[src/rtl/adder_fp.sv]
// adder_fp: multi-cycle binary32 adder/subtractor with start/busy/ready handshake
module adder_fp (
    input  logic        clk,
    input  logic        rst,
    input  logic        start,
    input  logic        op,
    input  logic [31:0] A,
    input  logic [31:0] B,
    output logic        busy,
    output logic        ready,
    output logic [31:0] Y
);
    typedef enum logic [2:0] {IDLE, UNPACK, ALIGN, ADDSUB, NORM, ROUND, DONE} state_t;
    state_t st, nxt;
    logic [31:0] ra, rb, spv, spc, y_c;
    logic        rop, sp, spf, sg, sub;
    logic [7:0]  el, d, ea, eb, ea_e, eb_e;
    logic [26:0] ml, ms, al, al_c, n, n_c, ga, gb;
    logic [27:0] s, s_c;
    logic [9:0]  ne, e_c, e2;
    logic [4:0]  lz;
    logic [24:0] mr;
    logic        za, zb, ia, ib, na, nb, sa, sb, age, up;
    // state register
    always_ff @(posedge clk or posedge rst)
        if (rst) st <= IDLE;
        else st <= nxt;
    // sequencing and handshake outputs
    always_comb begin
        nxt = st == IDLE ? (start ? UNPACK : IDLE) : st == DONE ? IDLE : state_t'(st + 3'd1);
        busy = st != IDLE && st != DONE;
        ready = st == DONE;
    end
    // decode operands, special-case result and magnitude ordering
    always_comb begin
        ea = ra[30:23];
        eb = rb[30:23];
        za = ea == 8'd0;
        zb = eb == 8'd0;
        ia = &ea && ra[22:0] == 23'd0;
        ib = &eb && rb[22:0] == 23'd0;
        na = &ea && |ra[22:0];
        nb = &eb && |rb[22:0];
        sa = ra[31];
        sb = rb[31] ^ rop;
        ea_e = za ? 8'd0 : ea;
        eb_e = zb ? 8'd0 : eb;
        ga = za ? 27'd0 : {1'b1, ra[22:0], 3'b000};
        gb = zb ? 27'd0 : {1'b1, rb[22:0], 3'b000};
        age = (za ? 31'd0 : ra[30:0]) >= (zb ? 31'd0 : rb[30:0]);
        spf = na | nb | ia | ib | (za & zb);
        spc = (na | nb | (ia & ib & (sa ^ sb))) ? 32'h7FC0_0000 :
              ia ? {sa, 31'h7F80_0000} : ib ? {sb, 31'h7F80_0000} : {sa & sb, 31'd0};
    end
    // align, add/subtract and normalize the magnitudes
    always_comb begin
        al_c = (ms >> d) | {26'd0, |(ms & ~({27{1'b1}} << d))};
        s_c = sub ? {1'b0, ml} - {1'b0, al} : {1'b0, ml} + {1'b0, al};
        lz = 5'd0;
        for (int i = 0; i < 27; i++)
            if (s[i]) lz = 5'(26 - i);
        n_c = s[27] ? {s[27:2], s[1] | s[0]} : s[26:0] << lz;
        e_c = s[27] ? {2'b00, el} + 10'd1 : {2'b00, el} - {5'd0, lz};
    end
    // round to nearest even and pack with underflow/overflow handling
    always_comb begin
        up = n[2] & (n[1] | n[0] | n[3]);
        mr = {1'b0, n[26:3]} + {24'd0, up};
        e2 = ne + {9'd0, mr[24]};
        y_c = n == 27'd0 ? 32'd0 :
              (e2[9] || e2 == 10'd0) ? {sg, 31'd0} :
              (e2 >= 10'd255) ? {sg, 8'hFF, 23'd0} :
              {sg, e2[7:0], mr[24] ? mr[23:1] : mr[22:0]};
    end
    // per-stage pipeline registers and result register
    always_ff @(posedge clk or posedge rst)
        if (rst) begin
            ra <= '0; rb <= '0; rop <= 1'b0;
            sp <= 1'b0; spv <= '0; sg <= 1'b0; sub <= 1'b0;
            el <= '0; ml <= '0; ms <= '0; d <= '0;
            al <= '0; s <= '0; n <= '0; ne <= '0; Y <= '0;
        end else begin
            if (st == IDLE && start) begin
                ra <= A; rb <= B; rop <= op;
            end
            if (st == UNPACK) begin
                sp <= spf;
                spv <= spc;
                sg <= age ? sa : sb;
                sub <= sa ^ sb;
                el <= age ? ea_e : eb_e;
                ml <= age ? ga : gb;
                ms <= age ? gb : ga;
                d <= age ? ea_e - eb_e : eb_e - ea_e;
            end
            if (st == ALIGN) al <= al_c;
            if (st == ADDSUB) s <= s_c;
            if (st == NORM) begin
                n <= n_c;
                ne <= e_c;
            end
            if (st == ROUND) Y <= sp ? spv : y_c;
        end
endmodule

[config.mk]
export PLATFORM = sky130hd
export DESIGN_NAME = adder_fp
export DESIGN_NICKNAME = d
export VERILOG_FILES = /design/src/rtl/adder_fp.sv
export SDC_FILE = /design/constraint.sdc
export NUM_CORES = 1
export LEC_CHECK = 0
export CAP_MARGIN = 20
export CORE_MARGIN = 4
export CORE_UTILIZATION = 52
export CTS_CLUSTER_DIAMETER = 150
export DETAILED_ROUTE_END_ITERATION = 6
export HOLD_SLACK_MARGIN = 0.03
export PLACE_DENSITY = 0.77
export SETUP_SLACK_MARGIN = 0.15
export SLEW_MARGIN = 20
export SYNTH_ARGS = -nofsm -noshare
export SYNTH_HDL_FRONTEND = slang
export SYNTH_SLANG_ARGS = --single-unit
export TNS_END_PERCENT = 10
[constraint.sdc]
create_clock -name clk -period 7.75 [get_ports clk]
set_input_delay 1.1625 -clock clk [delete_from_list [all_inputs] [get_ports clk]]
set_output_delay 1.1625 -clock clk [all_outputs]
set_load 0.05 [all_outputs]
Word-level counts from Yosys, hierarchy flattened
Cells that the tools add are included.
{"block": "op_classes", "n_addsub": 9, "n_mul": 0, "div": 0, "order_cmp": 2, "n_eq_ne": 7, "n_shift": 3, "muxes": 52, "bitwise": 18, "n_reduce_logical": 20}
{"cell": "$mux W32", "n": 5}
{"cell": "$mux W27", "n": 5}
{"cell": "$mux W5", "n": 27}
{"cell": "$mux W31", "n": 4}
{"cell": "$logic_not A23 Y1", "n": 2}
{"cell": "$reduce_or A23 Y1", "n": 2}
{"cell": "$mux W8", "n": 4}
{"cell": "$ge A31 B31 Y1", "n": 1}
{"cell": "$add A27 B27 Y28", "n": 1}
{"cell": "$mux W28", "n": 1}
{"cell": "$sub A27 B27 Y28", "n": 1}
{"cell": "$and A27 B27 Y27", "n": 1}
{"cell": "$logic_not A27 Y1", "n": 1}
{"cell": "$not A27 Y27", "n": 1}
{"cell": "$or A27 B1 Y27", "n": 1}
{"cell": "$reduce_or A27 Y1", "n": 1}
{"cell": "$shl A27 B5 Y27", "n": 1}
{"cell": "$shl A27 B8 Y27 const A", "n": 1}
{"cell": "$shr A27 B8 Y27", "n": 1}
{"cell": "$add A24 B1 Y25", "n": 1}
{"cell": "$mux W23", "n": 1}
{"cell": "$logic_not A8 Y1", "n": 2}
{"cell": "$reduce_and A8 Y1", "n": 2}
{"cell": "$sub A8 B8 Y8", "n": 2}
{"cell": "20 further kinds", "n": 42}
{"block": "totals", "regBits": 297, "latchBits": 0, "ramBits": 0, "romBits": 0, "output_inout_bits": 34, "elab_cells": 128, "n_memories": 0}

Logic depth before layout (Yosys ltp)
Gate-level depths: netlist of run 1.
{"block": "depth", "word_depth": 29, "depth_mapped": 19}

Least setup slack after synthesis of run 1
No wires, ideal clock.
{"block": "synth_timing", "path_type": "flip-flop to flip-flop", "startpoint": "register n[2]", "endpoint": "register Y[11]", "setup_ps": 77, "t_arrival_ps": 3832, "required_ps": 7673, "setup_slack_ps": 3842, "path_stages_with_launch": 18, "period_less_slack_ps": 3908, "path_cell_list": "dfrtp_1 and2_1 ha_1 nand3_1 nor2_1 nand4_1 nor3_1 ha_1 and3_1 and3_1 or3_1 nand2_1 a31o_1 a31oi_1 nand3_1 or2_1 clkbuf_1 o21ai_1"}
{"block": "synth_between", "elab_chain_cells": 8, "word_cells_on_any_way": 12, "cone_classes": "add/sub (2); order compare (1); mux (5); bitwise (1); reduce/logical (3)"}
{"item": "start, declared", "line": "18", "rtl": "logic [26:0] ml, ms, al, al_c, n, n_c, ga, gb;"}
{"item": "start signal, assigned", "line": "99", "rtl": "n <= n_c;"}
{"item": "$and A1 B1 Y1", "line": "67", "rtl": "up = n[2] & (n[1] | n[0] | n[3]);"}
{"item": "$add A24 B1 Y25", "line": "68", "rtl": "mr = {1'b0, n[26:3]} + {24'd0, up};"}
{"item": "$add A10 B1 Y10", "line": "69", "rtl": "e2 = ne + {9'd0, mr[24]};"}
{"item": "$ge A10 B8 Y1 or $logic_not A10 Y1 (tied branches)", "line": "72, 71"}
{"item": "$mux W31 or $logic_or A1 B1 Y1 (tied branches)", "line": "72, 71"}
{"item": "$mux W31", "line": "71", "rtl": "(e2[9] || e2 == 10'd0) ? {sg, 31'd0} :"}
{"item": "$mux W32 *", "line": "70", "rtl": "y_c = n == 27'd0 ? 32'd0 :"}
{"item": "$mux W32 *", "line": "102", "rtl": "if (st == ROUND) Y <= sp ? spv : y_c;"}
{"item": "end signal, assigned", "line": "102"}
{"item": "end, declared", "line": "11", "rtl": "output logic [31:0] Y"}
Mark *: on every way between the ends. The rest lies on a longest branch, timed or not.
A chain may end at the register's enable or synchronous reset.

Worst setup path after layout of run 1
{"block": "layout_timing", "startpoint": "register n[2]", "endpoint": "register Y[13]"}
Same word-level chain as after synthesis.

==> results of run 1 <==
-- logic make-up (layout without fill, tap and decap cells) --
kind of cell,after synthesis,after routing
and+or+nand+nor,735,735
muxes,182,182
DFF,262,262
AOI/OAI and AO/OA,573,573
xor gates and xnor gates,93,93
adders and majority gates,78,78
buffers and inverters,210,234
-- area by class of cell --
cell class	count	area [um^2]	area share
clock buffers	41	801	0.0395
flip-flops and latches	262	6560	0.323
clock inverters	10	121	0.00598
repair buffers	120	1170	0.0575
inverters	63	243	0.0120
well taps	455	569	0.0281
multi-input cells	1661	10800	0.534
-- metrics by stage --
step	util	hold slack [ns]
CTS	0.587	0.488
global route	0.587	0.507
floorplan	-	0.450
finish	0.587	0.485
global placement	0.561	0.469
detailed placement	0.561	0.475
-- worst min-delay path by stage --
stage,slack [ns],depth (start not counted),end
final,0.49,2,Y[16]
after global placement,0.47,2,Y[8]
after global routing,0.51,2,Y[12]
after floorplan,0.45,2,spv[31]
after detailed placement,0.47,2,Y[16]
after CTS,0.49,2,Y[16]
-- state kept, by name (all words and copies together), names as in the netlist, 3 cells and up --
signal  flops
ms         24
ra         32
Y          32
rb         32
el          8
ne         10
n          27
ml         24
st          3
spv         3
s          28
d           8
al         27
-- critical path: cells and delay by family (launching register included) --
kind / cells / cell delay [ns]
simple gates: 11 / 3.10
xor+xnor: 1 / 0.15
fa+ha+maj: 2 / 0.58
flops: 1 / 0.41
compound gates: 2 / 0.66
-- layout by cell type, fill, tap and decap left out, types with 38 or more instances in the layout --
cell	instances
clkdlybuf4s50_1	101
xnor2_1	63
nand2_1	266
dfrtp_1	262
mux2i_1	84
nor2b_1	38
nand3_1	39
inv_1	54
a31oi_1	47
nor3_1	44
a21oi_1	146
ha_1	74
o21ai_0	181
mux2_2	76
nor2_1	195
-- layer usage --
| metal | part of all wire | routed length, um |
|---|---|---|
| met1 | 0.44 | 22100 |
| met4 | 0.034 | 1680 |
| met5 | 0 | 0 |
| met2 | 0.47 | 23500 |
| met3 | 0.055 | 2780 |
==> metrics.csv, run 1 <==
metric;value;unit
outcome;finished, final reports clean;
Placer Congestion;0.964;
CP required;8.23;ns
worst slew pin tran;1.08;ns
GRT Overall Usage;0.253;
Yosys top cell area share;0.360;
Worst Setup SP;n[2];
largest net degree at the start of global routing;192;
largest family of logic cells by synthesized area;compound AO/OA/AOI/OAI gates;
yosys warns;0;
total gr overflow;0;
clk sinks;262;
Area Growth Syn to Fin;11.4;%
CP Capture Type;flip-flop;
post-synth top area cell;dfrtp_1;
first-pass GRT wire length;81.0;mm
Critical Path, Cell by Cell;and2_1 -> ha_1 -> nand3_1 -> nor2_1 -> nand4_1 -> nor3_1 -> ha_1 -> and3_1 -> and3_1 -> nand3_1 -> xor2_1 -> nand2_1 -> a31oi_1 -> nand3_1 -> or2_1 -> o21ai_1;
final instance area;20300;um^2
worst-path fanout max;11;
FF+latch count, synth;262;
remaining antenna violation count;0;
Period minus WS final;4.98;ns
initial drt markers;1190;
post-cts sizing count;0;
FF-to-FF Start;n[2];
post-synthesis instance total;2133;
clk buf depth;3;
met1 GRT Util;0.354;
final worst path period share;0.643;
busiest grt layer;met2;
Routed WL;50.1;mm
ys flop type;dfrtp_1;
Worst-Skew Late Latency;0.57;ns
Post-synth top cells;nand2_1 (267), dfrtp_1 (262), nor2_1 (195);
Fillers;3086;
Num CTS Buffers;29;
CTS tree;yes;
CP dominant cell by count;nand3_1;
Hold Vio Cnt, Final;0;
setup TNS;0;ns
core footprint;34500;um^2
worst min path class;reg2reg;
Synth area leaders;dfrtp_1 (36%), nand2_1 (5.5%), ha_1 (5.1%);
dpl ws;2.89;ns
Cells after DPL;2561;
vias per cell;6.16;
initial antenna violation count;0;
layout cell share with drive strength beyond 1;0.0825;
wire per inst;19.2;um
Slew Viols, Final;0;
Ports;102;
post-synthesis mux area share;0.117;
simple logic cell fraction of the synthesized area;0.186;
number of diodes;0;
vias in the first global route;15186;
startpoint type of the worst setup path;flip-flop;
relative slew slack;0.278;
Detail Placement HPWL;37.3;mm
Worst-path clk slew;0.06;ns
arrival time worst endpoint;5.47;ns
synthesized area;18200;um^2
maximum operating frequency;201;MHz
PnR worst setup slack;2.77;ns
drt drc;0;
post-synthesis sequential area ratio;0.360;
Synth Area in XOR/XNOR;0.0447;
Non-Filler Instances;2612;
starting density of the core;0.527;
count leader, synth;nand2_1;
FP Rows;68;
Synth Area in Compound Gates;0.191;
adder-cell share of the synthesized area;0.0547;
GRT met2 Usage;0.418;
RR Endpoint;Y[13];
Post-DP Area;19400;um^2
Worst R2R Path Depth;16;
asr flop ratio synth;1.00;
Post-CTS Setup Bufs;0;
R2R Setup Slk;2.77;ns
CTS Root Cell;clkbuf_16;
Worst path slowest cell;nor3_1;
Die Area;38100;um^2
Post-synth EDFFs;0;
hold-fix buffer count after cts;0;
min-delay src;Y[16];
chip width;195;um
crit path to;Y[13];
Final #Nets;2282;
Port Buffers;101;
die height;195;um
M3 GR Usage;0.0267;
1st-pass router iterations;6;
Setup CP Type;reg2reg;
via count;16087;
Post-Syn Area per Cell;8.54;um^2
Setup Viol. Count Final;0;
Max-Cap Viols;0;
Netlist cell types;84;
max incr delay on CP;0.66;ns
Synthesized Nets;2278;
clock skew;0.0163;ns
# H-tree levels;1;
RSZ-0062 raised after global routing;false;
Power of run 1 is not shown: default switching activity piles up to over one toggle a cycle in this logic, so the estimate is an artifact.
==> run 2: changes to the inputs <==
==> constraint.sdc (replaced) <==
create_clock -name clk -period 4.3 [get_ports clk]
set_input_delay 0.645 -clock clk [delete_from_list [all_inputs] [get_ports clk]]
set_output_delay 0.645 -clock clk [all_outputs]
set_load 0.05 [all_outputs]
==> metrics.csv, run 2 (same netlist as run 1, synthesis figures left out) <==
metric;value;unit
initial drt markers;1353;
Num CTS Buffers;29;
PnR worst setup slack;0.182;ns
RR Endpoint;ml[9];
Max-Cap Viols;0;
Placer Congestion;0.942;
total gr overflow;0;
number of diodes;0;
Worst path slowest cell;a211oi_1;
min-delay src;Y[12];
drt drc;0;
most common cell after layout, fill and taps aside;nand2_1;
CP required;4.70;ns
Worst Setup SP;ra[24];
largest net degree at the start of global routing;96;
Setup Viol. Count Final;0;
max incr delay on CP;0.51;ns
Period minus WS final;4.12;ns
initial antenna violation count;1;
CP Capture Type;flip-flop;
arrival time worst endpoint;4.52;ns
wire per inst;19.3;um
vias per cell;6.17;
outcome;finished, final reports clean;
Detail Placement HPWL;39.2;mm
Die Area;38100;um^2
startpoint type of the worst setup path;flip-flop;
delay-heaviest family, CP;compound AO/OA/AOI/OAI gates;
clk buf depth;3;
first-pass GRT wire length;83.5;mm
Worst-path clk slew;0.06;ns
1st-pass router iterations;5;
Final #Nets;2315;
final hold slack;0.475;ns
Worst-Skew Late Latency;0.57;ns
R2R Setup Slk;0.18;ns
CTS Root Cell;clkbuf_16;
relative slew slack;0.273;
Crit. path cell count;15;
worst-path fanout max;95;
Regs by FF count;Y: 32 flops, ra: 32 flops, rb: 32 flops;
layout cell share with drive strength beyond 1;0.103;
Worst R2R Path Depth;15;
worst slew pin tran;1.08;ns
FP Rows;68;
vias in the first global route;15684;
maximum operating frequency;243;MHz
Routed WL;51.2;mm
dpl ws;0.243;ns
chip width;195;um
# H-tree levels;1;
starting density of the core;0.527;
clock skew;0.0219;ns
clk sinks;262;
hold-fix buffer count after cts;0;
via count;16344;
Critical Path, Cell by Cell;nor4_1 -> nand2_1 -> buf_4 -> and2_1 -> ha_1 -> a21oi_1 -> o21ai_0 -> a211oi_1 -> o22ai_1 -> nor3_1 -> buf_4 -> o21bai_4 -> buf_12 -> a21oi_1 -> o21ai_0;
Buf+Inv Stages, Crit Path;3;
remaining antenna violation count;0;
FF-to-FF Start;ra[24];
Setup CP Type;reg2reg;
Ports;102;
commonest non-fill, non-tap cells in the layout;nand2_1 (266), dfrtp_1 (262), nor2_1 (192), o21ai_0 (181), a21oi_1 (144);
Area Growth Syn to Fin;13.4;%
GRT Overall Usage;0.262;
Hold Vio Cnt, Final;0;
Port Buffers;101;
core footprint;34500;um^2
Slew Viols, Final;0;
CTS tree;yes;
die height;195;um
crit path to;ml[9];
worst min path class;reg2reg;
setup TNS;0;ns
final worst path period share;0.958;
RSZ-0062 raised after global routing;true;
run 2: cell types whose count changed in the layout (fill, tap and decap cells not counted), moves of 2 or more:
cell / change
a21oi_1: -2
a21oi_2: +2
buf_12: +4
buf_4: +29
clkbuf_1: -2
clkbuf_8: +2
nor2_1: -3
nor2_2: +3
run 2: worst min-delay path by stage:
stage,end,cells past startpoint,slack (ns)
3_5_place_dp,Y[12],2,0.47
5_1_grt,Y[8],2,0.51
3_3_place_gp,Y[12],2,0.47
2_1_floorplan,spv[31],2,0.45
6_report,Y[12],2,0.48
4_1_cts,Y[12],2,0.48
run 2: routing by layer:
layer  vias up  wire length [um]  global-route usage
met2       593             23500               0.419
li1       7731                 -                   -
met3       155              3200              0.0345
met4         0              2360               0.102
met5         -                 0                   0
met1      7865             22200               0.365
run 2: tightest hold or removal path, delay by kind of cell (launching register included):
kind,cells,cell delay (ns)
flip-flops,1,0.34
AO/OA/AOI/OAI,1,0.06
AND/OR/NAND/NOR,1,0.04
run 2: timing repair:
action,4_1_cts,5_1_grt
pin swaps,0,2
hold endpoints to repair,0,0
buffers inserted,0,1
endpoints found under the setup margin,1,32
resized for setup,1,12
run 2: area by class of cell:
type	instances	area (um^2)
multi-input combinational	1661	10900
fill	3093	13900
clock buffer	41	821
timing repair buffer	153	1460
tap	455	569
inverter	63	243
clock inverter	12	114
sequential	262	6560
run 2: stage by stage:
step,utilization,cells,area (um^2)
after detailed placement,0.569,2593,19700
after floorplan,-,2133,18200
after CTS,0.596,2646,20600
after global routing,0.598,2647,20700
final,0.598,2647,20700
after global placement,0.569,2593,19700
Power of run 2 is left out for the same reason.
==> run 3: changes to the inputs <==
--- a/config.mk
+++ b/config.mk
@@ -10,8 +10,9 @@
 export CORE_UTILIZATION = 52
 export CTS_CLUSTER_DIAMETER = 150
 export DETAILED_ROUTE_END_ITERATION = 6
+export DONT_BUFFER_PORTS = 1
 export HOLD_SLACK_MARGIN = 0.03
-export PLACE_DENSITY = 0.77
+export PLACE_DENSITY = 0.73
 export SETUP_SLACK_MARGIN = 0.15
 export SLEW_MARGIN = 20
 export SYNTH_ARGS = -nofsm -noshare
==> metrics.csv, run 3 (same netlist as run 1, synthesis figures left out) <==
metric;value;unit
largest net degree at the start of global routing;102;
vias in the first global route;15596;
number of diodes;0;
layout cell share with drive strength beyond 1;0.108;
Port Buffers;0;
maximum operating frequency;245;MHz
delay-heaviest family, CP;simple AND/OR/NAND/NOR gates;
Critical Path, Cell by Cell;nor4_1 -> nand2_1 -> buf_4 -> and2_1 -> ha_1 -> a21o_1 -> a21o_1 -> a211oi_1 -> buf_4 -> o22ai_1 -> nor3_1 -> buf_4 -> o21bai_4 -> buf_4 -> mux2i_1 -> xnor2_1 -> o21ai_1;
final instance area;19700;um^2
initial antenna violation count;0;
clk buf depth;3;
total gr overflow;0;
hold-fix buffer count after cts;0;
Slew Viols, Final;0;
Setup CP Type;reg2reg;
Setup Viol. Count Final;0;
outcome;finished, final reports clean;
starting density of the core;0.527;
via count;15917;
Detail Placement HPWL;38.9;mm
Worst-Skew Late Latency;0.57;ns
remaining antenna violation count;0;
Area Growth Syn to Fin;7.89;%
Worst path slowest cell;nor4_1;
Hold Vio Cnt, Final;0;
clock skew;0.0197;ns
arrival time worst endpoint;4.50;ns
GRT Overall Usage;0.263;
worst-path fanout max;26;
Ports;102;
worst slew pin tran;1.02;ns
CTS tree;yes;
vias per cell;6.26;
Period minus WS final;4.08;ns
final worst path period share;0.948;
Worst R2R Path Depth;17;
commonest non-fill, non-tap cells in the layout;nand2_1 (266), dfrtp_1 (262), nor2_1 (194), o21ai_0 (181), a21oi_1 (146);
relative slew slack;0.318;
# H-tree levels;1;
drt drc;0;
die height;195;um
core footprint;34500;um^2
Num CTS Buffers;29;
Regs by FF count;Y: 32 flops, ra: 32 flops, rb: 32 flops;
Placer Congestion;0.967;
initial drt markers;1309;
Routed WL;51.3;mm
Buf+Inv Stages, Crit Path;4;
R2R Setup Slk;0.22;ns
worst min path class;in2async;
CP dominant cell by count;buf_4;
wire per inst;20.2;um
RR Endpoint;d[6];
setup TNS;0;ns
most common cell after layout, fill and taps aside;nand2_1;
RSZ-0062 raised after global routing;true;
FF-to-FF Start;ra[28];
startpoint type of the worst setup path;flip-flop;
CP required;4.73;ns
max incr delay on CP;0.43;ns
Worst-path clk slew;0.06;ns
final core utilization;0.569;
Die Area;38100;um^2
first-pass GRT wire length;83.3;mm
Max-Cap Viols;0;
Post-DP Area;18600;um^2
1st-pass router iterations;7;
CP Capture Type;flip-flop;
clk sinks;262;
Final #Nets;2213;
chip width;195;um
CTS Root Cell;clkbuf_16;
FP Rows;68;
run 3: routing by layer:
| layer | wire [um] | GRT usage | vias up | part of all wire |
|---|---|---|---|---|
| met5 | 0 | 0 | - | 0 |
| met4 | 1820 | 0.0877 | 0 | 0.035 |
| met3 | 3060 | 0.0412 | 118 | 0.060 |
| met2 | 24100 | 0.428 | 561 | 0.47 |
| met1 | 22400 | 0.361 | 7712 | 0.44 |
| li1 | - | - | 7526 | - |
run 3: final cells by class:
type | count | area [um^2]
multi-input cells | 1661 | 10900
repair buffers | 51 | 454
fillers | 3131 | 14900
clock buffers | 34 | 774
inverters | 63 | 243
flip-flops and latches | 262 | 6560
clock inverters | 18 | 185
well taps | 455 | 569
run 3: timing repair:
action,CTS,global route
buffers inserted,0,5
resized for setup,0,8
setup endpoints to repair,0,71
run 3: stage by stage:
step / setup slack (ns) / instances / hold WS (ns)
after CTS: 0.241 / 2538 / 0.130
after global routing: -0.0110 / 2544 / 0.186
after global placement: 0.311 / 2486 / 0.472
final: 0.225 / 2544 / 0.127
after detailed placement: 0.243 / 2486 / 0.475
after floorplan: 0.199 / 2133 / 0.450
run 3: worst max path at each step:
stage / cells past startpoint / from / slack (ns) / to
finish: 17 / ra[28] / 0.22 / d[6]
global route: 16 / al[3] / -0.01 / s[27]
CTS: 15 / ra[28] / 0.24 / ml[14]
detailed placement: 15 / ra[28] / 0.24 / ml[14]
global placement: 15 / ra[28] / 0.31 / ml[14]
floorplan: 1 / rst / 0.20 / Y[0]
Power of run 3 is left out for the same reason.
